`src/rtl/wb_select_stage.sv`:
```
// -----------------------------------------------------------------------------
// wb_select_stage
//
// Write-back source selection stage. Each accepted instruction picks one of
// NSRC write-data sources and produces a single-cycle register-file write.
// Slice MEM_IDX is special: its data comes from the memory read port, which
// may arrive late. If it is not valid on the accept cycle, the stage stalls
// (in_ready low) until mem_valid arrives or TMO wait cycles elapse. A timeout
// drops the write and pulses mem_err.
//
// Parameters
//   WIDTH    data width
//   NSRC     number of write-data sources (>= 2)
//   SELW     select width, $clog2(NSRC)
//   AW       register-address width
//   MEM_IDX  index of the late-arriving memory source
//   TMO      max WAIT_MEM cycles before giving up (1..255)
//
// Ports
//   clk        in   clock, rising edge
//   rst        in   asynchronous active-high reset
//   in_valid   in   issue-side instruction valid
//   in_ready   out  stage can accept an instruction (high exactly in IDLE)
//   sel        in   write-data source select (out-of-range selects slice 0)
//   src_data   in   packed sources, source k in [k*WIDTH +: WIDTH]
//   rd_in      in   destination register
//   wen_in     in   instruction writes a register
//   mem_data   in   memory read data, replaces slice MEM_IDX
//   mem_valid  in   mem_data valid this cycle
//   wb_en      out  register-file write enable (one-cycle pulse)
//   wb_addr    out  register-file write address (holds last value)
//   wb_data    out  register-file write data (holds last value)
//   mem_err    out  one-cycle pulse when the memory wait timed out
//   busy_cnt   out  saturating count of cycles spent stalled in WAIT_MEM
// -----------------------------------------------------------------------------
module wb_select_stage #(
    parameter int WIDTH   = 32,
    parameter int NSRC    = 4,
    parameter int SELW    = 2,
    parameter int AW      = 5,
    parameter int MEM_IDX = 1,
    parameter int TMO     = 15
) (
    input  logic                  clk,
    input  logic                  rst,
    input  logic                  in_valid,
    output logic                  in_ready,
    input  logic [SELW-1:0]       sel,
    input  logic [NSRC*WIDTH-1:0] src_data,
    input  logic [AW-1:0]         rd_in,
    input  logic                  wen_in,
    input  logic [WIDTH-1:0]      mem_data,
    input  logic                  mem_valid,
    output logic                  wb_en,
    output logic [AW-1:0]         wb_addr,
    output logic [WIDTH-1:0]      wb_data,
    output logic                  mem_err,
    output logic [15:0]           busy_cnt
);

    typedef enum logic {
        IDLE     = 1'b0,
        WAIT_MEM = 1'b1
    } state_t;

    state_t            state_q,   state_d;
    logic [7:0]        wait_q,    wait_d;
    logic [AW-1:0]     rd_q,      rd_d;
    logic              wen_q,     wen_d;
    logic              wb_en_q,   wb_en_d;
    logic [AW-1:0]     wb_addr_q, wb_addr_d;
    logic [WIDTH-1:0]  wb_data_q, wb_data_d;
    logic              mem_err_q, mem_err_d;
    logic [15:0]       busy_q,    busy_d;

    // Effective source index: an out-of-range select falls back to slice 0,
    // and the memory-source decision is made on that effective index.
    int                sel_idx;
    int                eff_idx;
    logic [WIDTH-1:0]  sel_slice;
    logic              is_mem;
    logic [7:0]        wait_inc;

    always_comb begin
        sel_idx   = 32'(sel);
        eff_idx   = (sel_idx < NSRC) ? sel_idx : 0;
        is_mem    = (eff_idx == MEM_IDX);
        sel_slice = src_data[0 +: WIDTH];
        for (int k = 0; k < NSRC; k++) begin
            if (eff_idx == k) begin
                sel_slice = src_data[k*WIDTH +: WIDTH];
            end
        end
    end

    assign wait_inc = wait_q + 8'd1;

    always_comb begin
        state_d   = state_q;
        wait_d    = wait_q;
        rd_d      = rd_q;
        wen_d     = wen_q;
        wb_en_d   = 1'b0;
        wb_addr_d = wb_addr_q;
        wb_data_d = wb_data_q;
        mem_err_d = 1'b0;
        busy_d    = busy_q;

        case (state_q)
            IDLE: begin
                if (in_valid) begin
                    if (!is_mem) begin
                        wb_en_d   = wen_in && (rd_in != '0);
                        wb_addr_d = rd_in;
                        wb_data_d = sel_slice;
                    end else if (mem_valid) begin
                        wb_en_d   = wen_in && (rd_in != '0);
                        wb_addr_d = rd_in;
                        wb_data_d = mem_data;
                    end else begin
                        // Memory data not here yet: remember the destination
                        // and stall until it shows up or we give up.
                        rd_d    = rd_in;
                        wen_d   = wen_in;
                        wait_d  = 8'd0;
                        state_d = WAIT_MEM;
                    end
                end
            end

            WAIT_MEM: begin
                busy_d = (busy_q == 16'hFFFF) ? busy_q : busy_q + 16'd1;
                // mem_valid is tested first so a late arrival on the final
                // wait cycle still completes the write instead of timing out.
                if (mem_valid) begin
                    wb_en_d   = wen_q && (rd_q != '0);
                    wb_addr_d = rd_q;
                    wb_data_d = mem_data;
                    wait_d    = 8'd0;
                    state_d   = IDLE;
                end else if (wait_inc == 8'(TMO)) begin
                    mem_err_d = 1'b1;
                    wait_d    = 8'd0;
                    state_d   = IDLE;
                end else begin
                    wait_d = wait_inc;
                end
            end

            default: begin
                state_d = IDLE;
            end
        endcase
    end

    always_ff @(posedge clk or posedge rst) begin
        if (rst) begin
            state_q   <= IDLE;
            wait_q    <= 8'd0;
            rd_q      <= '0;
            wen_q     <= 1'b0;
            wb_en_q   <= 1'b0;
            wb_addr_q <= '0;
            wb_data_q <= '0;
            mem_err_q <= 1'b0;
            busy_q    <= 16'd0;
        end else begin
            state_q   <= state_d;
            wait_q    <= wait_d;
            rd_q      <= rd_d;
            wen_q     <= wen_d;
            wb_en_q   <= wb_en_d;
            wb_addr_q <= wb_addr_d;
            wb_data_q <= wb_data_d;
            mem_err_q <= mem_err_d;
            busy_q    <= busy_d;
        end
    end

    assign in_ready = (state_q == IDLE);
    assign wb_en    = wb_en_q;
    assign wb_addr  = wb_addr_q;
    assign wb_data  = wb_data_q;
    assign mem_err  = mem_err_q;
    assign busy_cnt = busy_q;

endmodule
```
`config.mk`:
```
export PLATFORM = sky130hd
export DESIGN_NAME = wb_select_stage
export DESIGN_NICKNAME = d
export VERILOG_FILES = /design/src/rtl/wb_select_stage.sv
export SDC_FILE = /design/constraint.sdc
export NUM_CORES = 1
export LEC_CHECK = 0
export CAP_MARGIN = 20
export CORE_MARGIN = 5
export CORE_UTILIZATION = 39
export CTS_BUF_LIST = sky130_fd_sc_hd__clkbuf_16
export DETAILED_ROUTE_END_ITERATION = 8
export PLACE_DENSITY = 0.81
export SYNTH_ARGS = -nofsm -noshare
export SYNTH_HDL_FRONTEND = slang
export SYNTH_SLANG_ARGS = --single-unit
```
`constraint.sdc`:
```
create_clock -name clk -period 3.1 [get_ports clk]
set_input_delay 0.62 -clock clk [delete_from_list [all_inputs] [get_ports clk]]
set_output_delay 0.62 -clock clk [all_outputs]
set_load 0.01 [all_outputs]
```
Word-level counts from Yosys, hierarchy flattened
Index checks and enable logic that the tools add are counted.
Widths: inputs -> output; s select.
Cells by class
  divide/modulo/power cells: 0
  shifts and indexed selects: 0
  $lt $le $gt $ge: 0
  equality and inequality tests: 10
  add/subtract/negate cells: 2
  multiply operators: 0
  reduce and logical (&&, ||, !) cells: 8
  mux-type cells: 31
  bitwise gates (word level): 3
Operator list (number)
  $mux 32: 5
  $pmux 32 s2: 1
  $mux 8: 5
  $mux 5: 4
  $add 16x1->16 const B: 1
  $eq 16x16->1 const B: 1
  $pmux 8 s2: 1
  $mux 1: 12
  $pmux 5 s2: 1
  $reduce_bool 5->1: 2
  $add 8x1->8 const B: 1
  $eq 8x4->1 const B: 1
  $ne 2x2->1 const B: 3
  $reduce_and 3->1: 2
  $eq 2x2->1 const B: 2
  $pmux 1 s2: 2
  $reduce_and 4->1: 1
  $ne 3x3->1 const B: 1
  $not 1->1: 3
  $eq 2x1->1 const B: 1
  $logic_and 1x1->1: 2
  $ne 2x1->1 const B: 1
  $reduce_and 2->1: 1
Word-level totals
  RAM bits: 0
  logic and storage cells: 63
  register bits: 70
  memory bits (read-only): 0
  latch bits: 0
  memories: 0
  bits of input ports: 172

Longest topological paths before layout
  depth after elaboration: 6
  gate-level depth with buffers: 8
  depth with buffers taken out: 6

Least setup slack after synthesis
OpenSTA, ideal clock, no wires.
  path type: input -> register
  start: input port sel[0]
  end: register wb_addr_q[0], in the netlist wb_addr[0]
  required time: 2.975 ns
  path slack: 1.184 ns
  arrival: 1.791 ns
  stages on the path: 7
  library setup time: 0.125 ns
  cells stage by stage: buf_6 > nor2b_1 > or2_1 > buf_6 > a21boi_2 > buf_6 > mux2_2
On the way
  longest elaborated chain between the ends: 4
  elaborated cells between the ends (all ways): 6
RTL lines
  start, declared: line 48  | input logic [SELW-1:0] sel,
  $eq 2x2->1 (*): line 87  | is_mem = (eff_idx == MEM_IDX);
  $mux 5: line 112  | if (!is_mem) begin
  $mux 5: line 111  | if (in_valid) begin
  $pmux 5 s2: line 109  | case (state_q)
  end signal, assigned: line 173  | wb_addr_q <= wb_addr_d;
  end, declared: line 71  | logic [AW-1:0] wb_addr_q, wb_addr_d;
Every way passes the cells marked *; elsewhere a longest branch is shown, timed or not. The select of a mux whose other input is x is not followed.
A chain may end at the register's enable or synchronous reset.

Worst setup path after layout
  start: register state_q
  end: output port in_ready
On the way
  longest elaborated chain between the ends: 1
RTL lines
  start, declared: line 66  | state_t state_q, state_d;
  start signal, assigned: line 168  | state_q <= state_d;
  $not 1->1 (no line)
  end, declared: line 47  | output logic in_ready,
Every way passes these cells.

==> out/results.tsv <==
stage	metric	value	unit
power_and_ir_drop	Leakage	0.00262	uW
timing	unrepaired setup endpoints after global routing	no	
worst_hold_path	worst min-delay path class	flip-flop to flip-flop	
synthesis	Synthesis Warnings	0	
synthesis	Seq/Total Area, Yosys	42.6	%
synthesis	EDFF count, synth	0	
drt	drt drc	0	
synthesis	Async S/R FF share, synth	100	%
setup_path	WP data required	2.48	ns
timing	worst slew pin tran	0.678	ns
drt	Routed Antenna Nets	0	
synthesis	Unique masters post-synth	50	
setup_path	startpoint types	flip-flop	
timing	Rel. slew slack	54.8	%
clocking	number of buffers created by CTS	9	
timing	Period minus WS final	2.14	ns
timing	Final Slew Violations	0	
synthesis	Syn Nets	584	
setup_path	largest fanout on the critical path	7	
worst_hold_path	hold depth	1	
final_layout	Layout Utilization	62.4	%
timing	Worst Skew	0.00743	ns
timing	fin crit share	69.0	%
drt	wire length per cell	19.6	um
global_routing	first-pass GRT wire length	22.4	mm
flow_run	max_cap viols	0	
synthesis	largest cells by area after synthesis	dfrtp_1 (43%), mux2i_1 (7.8%), a2bb2oi_1 (5.5%)	
floorplanning	# rows	37	
drt	drt first pass iters	4	
floorplanning	Die X	113	um
synthesis	most frequent cells after synthesis	dfrtp_1 (70), a21oi_1 (37), nor2_1 (35)	
floorplanning	Die H	113	um
floorplanning	die area	12700	sq um
synthesis	most frequent cell after synthesis	dfrtp_1	
drt	DRT iter0 DRCs	280	
setup_path	slowest stage cell, crit path	clkdlybuf4s50_1	
clocking	TritonCTS clock tree	done	
synthesis	share of the synthesized area in the top cell type	42.6	%
setup_path	Crit path buffers/inverters	2	
synthesis	post-synthesis register bit count	70	
clocking	post-CTS sizing	0	
clocking	Post-CTS Setup Bufs	0	
power_and_ir_drop	worst-case vdd ir drop	0.000571	V
place	dpl hpwl	11.0	mm
place	RD Place Congestion	0.986	
synthesis	Cells after Synth	409	
clocking	Clock Path Buffers	2	
clocking	Reg clk slew, reported paths	0.06	ns
clocking	clk_lat worst skew	0.32	ns
setup_path	family with the most delay on the worst path	buffers and inverters	
floorplanning	Initial Util	39.8	%
setup_path	crit path DAT	1.52	ns
global_routing	vias in the first global route	4090	
timing	endpoints failing setup	0	
place	Port Buf Inserts	195	
floorplanning	# IOs	228	
clocking	Hold Buf Count CTS	0	
final_layout	design area	6440	sq um
drt	Via density	5.44	
global_routing	pin count of the biggest net entering global routing	44	
timing	total negative slack	0	ns
final_layout	final net count	765	
place	Place WS	0.678	ns
timing	Worst Setup Slack, final	0.960	ns
final_layout	Layout area overhead	56.8	%
final_layout	share of layout cells above drive strength 1	9.60	%
setup_path	critical-path cell list	inv_1, clkdlybuf4s50_1	
drt	vias	3977	
clocking	clock sinks	70	
timing	Hold Fails Final Rpt	0	
clocking	number of H-tree levels	3	
drt	total wire length	14.3	mm
setup_path	CP Capture Type	output pin	
synthesis	Syn Area/Cell	10.0	sq um
setup_path	Setup CP Type	flip-flop to output pin	
final_layout	FILL cells	850	
global_routing	initial antenna violation count	1	
timing	highest clock rate	467	MHz
global_routing	total grt overflow	0	
timing	WHS	0.497	ns
setup_path	slowest stage delay, CP	0.57	ns
synthesis	area leader, netlist	dfrtp_1	
setup_path	Crit path depth	2	
setup_path	R2R depth	6	
synthesis	Syn Std Cell Area	4110	sq um
global_routing	gr usage total	22.1	%
clocking	Root Driver	clkbuf_16	
power_and_ir_drop	pwr dens	490	nW/um^2
status	status	completed	
place	placed inst area	6130	sq um
floorplanning	Core Region	10300	sq um
synthesis	Main synth FF type	dfrtp_1	
-- worst paths after layout --
path	startpoint	slack (ns)	end
worst min register to register	busy_cnt[15]	0.50	busy_cnt[15]
min in group asynchronous	rst	0.72	busy_cnt[8]
max in group asynchronous	rst	1.72	wb_en
worst max register to register	wait_q[0]	1.15	wait_q[2]
worst min-delay path	busy_cnt[15]	0.50	busy_cnt[15]
worst max-delay path	state_q	0.96	in_ready
-- worst reg2reg max path, cell delays in order, from the launching register on --
cell	delay, ns
dfrtp_1	0.44
inv_1	0.09
ha_1	0.13
nor3b_1	0.41
o2111ai_1	0.24
a32oi_2	0.31
o221ai_1	0.18
-- stage by stage --
stage | cells | total power (uW)
floorplan | 409 | 1580
global placement | 715 | 2070
detailed placement | 715 | 2090
CTS | 730 | 3190
global route | 731 | 3320
finish | 731 | 3160
-- area by class of cell --
class / instances / area [sq um] / area share, %
Tap cell: 136 / 170 / 2.64
Inverter: 5 / 18.8 / 0.291
Timing Repair Buffer: 203 / 2010 / 31.3
Clock inverter: 6 / 86.3 / 1.34
Antenna cell: 1 / 2.50 / 0.0388
Sequential cell: 70 / 1750 / 27.2
Multi-Input combinational cell: 301 / 2180 / 33.8
Clock buffer: 9 / 225 / 3.49
-- cell usage in the layout (no fill, tap or decap), types with 6 or more instances in the layout --
| master | instances |
|---|---|
| nand3_1 | 11 |
| a2bb2oi_2 | 7 |
| dfrtp_1 | 70 |
| clkbuf_16 | 9 |
| a2bb2oi_1 | 26 |
| clkdlybuf4s50_1 | 193 |
| and3_1 | 6 |
| a21oi_1 | 37 |
| mux2i_1 | 32 |
| buf_4 | 7 |
| o22ai_1 | 32 |
| nor2_1 | 35 |
| o21ai_0 | 9 |
| xnor2_1 | 13 |
| mux2_2 | 17 |
| nand4_1 | 7 |
| nand2_1 | 12 |
-- state kept, by name (all words and copies together) (netlist names) --
| name | count |
|---|---|
| busy_cnt | 16 |
| mem_err | 1 |
| rd_q | 5 |
| state_q | 1 |
| wait_q | 8 |
| wb_addr | 5 |
| wb_data | 32 |
| wb_en | 1 |
| wen_q | 1 |
-- routing by layer --
layer	vias up	wire, um	GRT usage (%)	share of wire (%)
li1	1908	-	-	-
met1	1903	6190	28.4	43
met2	148	6890	36.7	48
met3	18	900	5.88	6.3
met4	0	329	6.49	2.3
met5	-	0	0	0
-- cells by family (layout without fill, tap and decap cells) --
family / Yosys count / count (layout) / synth area share (%)
AOI/OAI and AO/OA: 131 / 131 / 22.6
and+or+nand+nor: 101 / 101 / 12.9
DFF: 70 / 70 / 42.6
muxes: 49 / 49 / 12.5
buffers and inverters: 38 / 223 / 4.72
xor gates and xnor gates: 17 / 17 / 3.81
adders and majority gates: 3 / 3 / 0.913
other: 0 / 1 / 0
-- power breakdown --
| group | total (uW) | internal, uW | switching (uW) | leakage, uW |
|---|---|---|---|---|
| combinational | 916 | 552 | 365 | 0.00162 |
| sequential | 1160 | 1050 | 114 | 0.000845 |
| clock | 1080 | 700 | 380 | 0.000153 |
| total | 3160 | 2300 | 858 | 0.00262 |
Note: power is estimated with default switching activity, not from simulation.
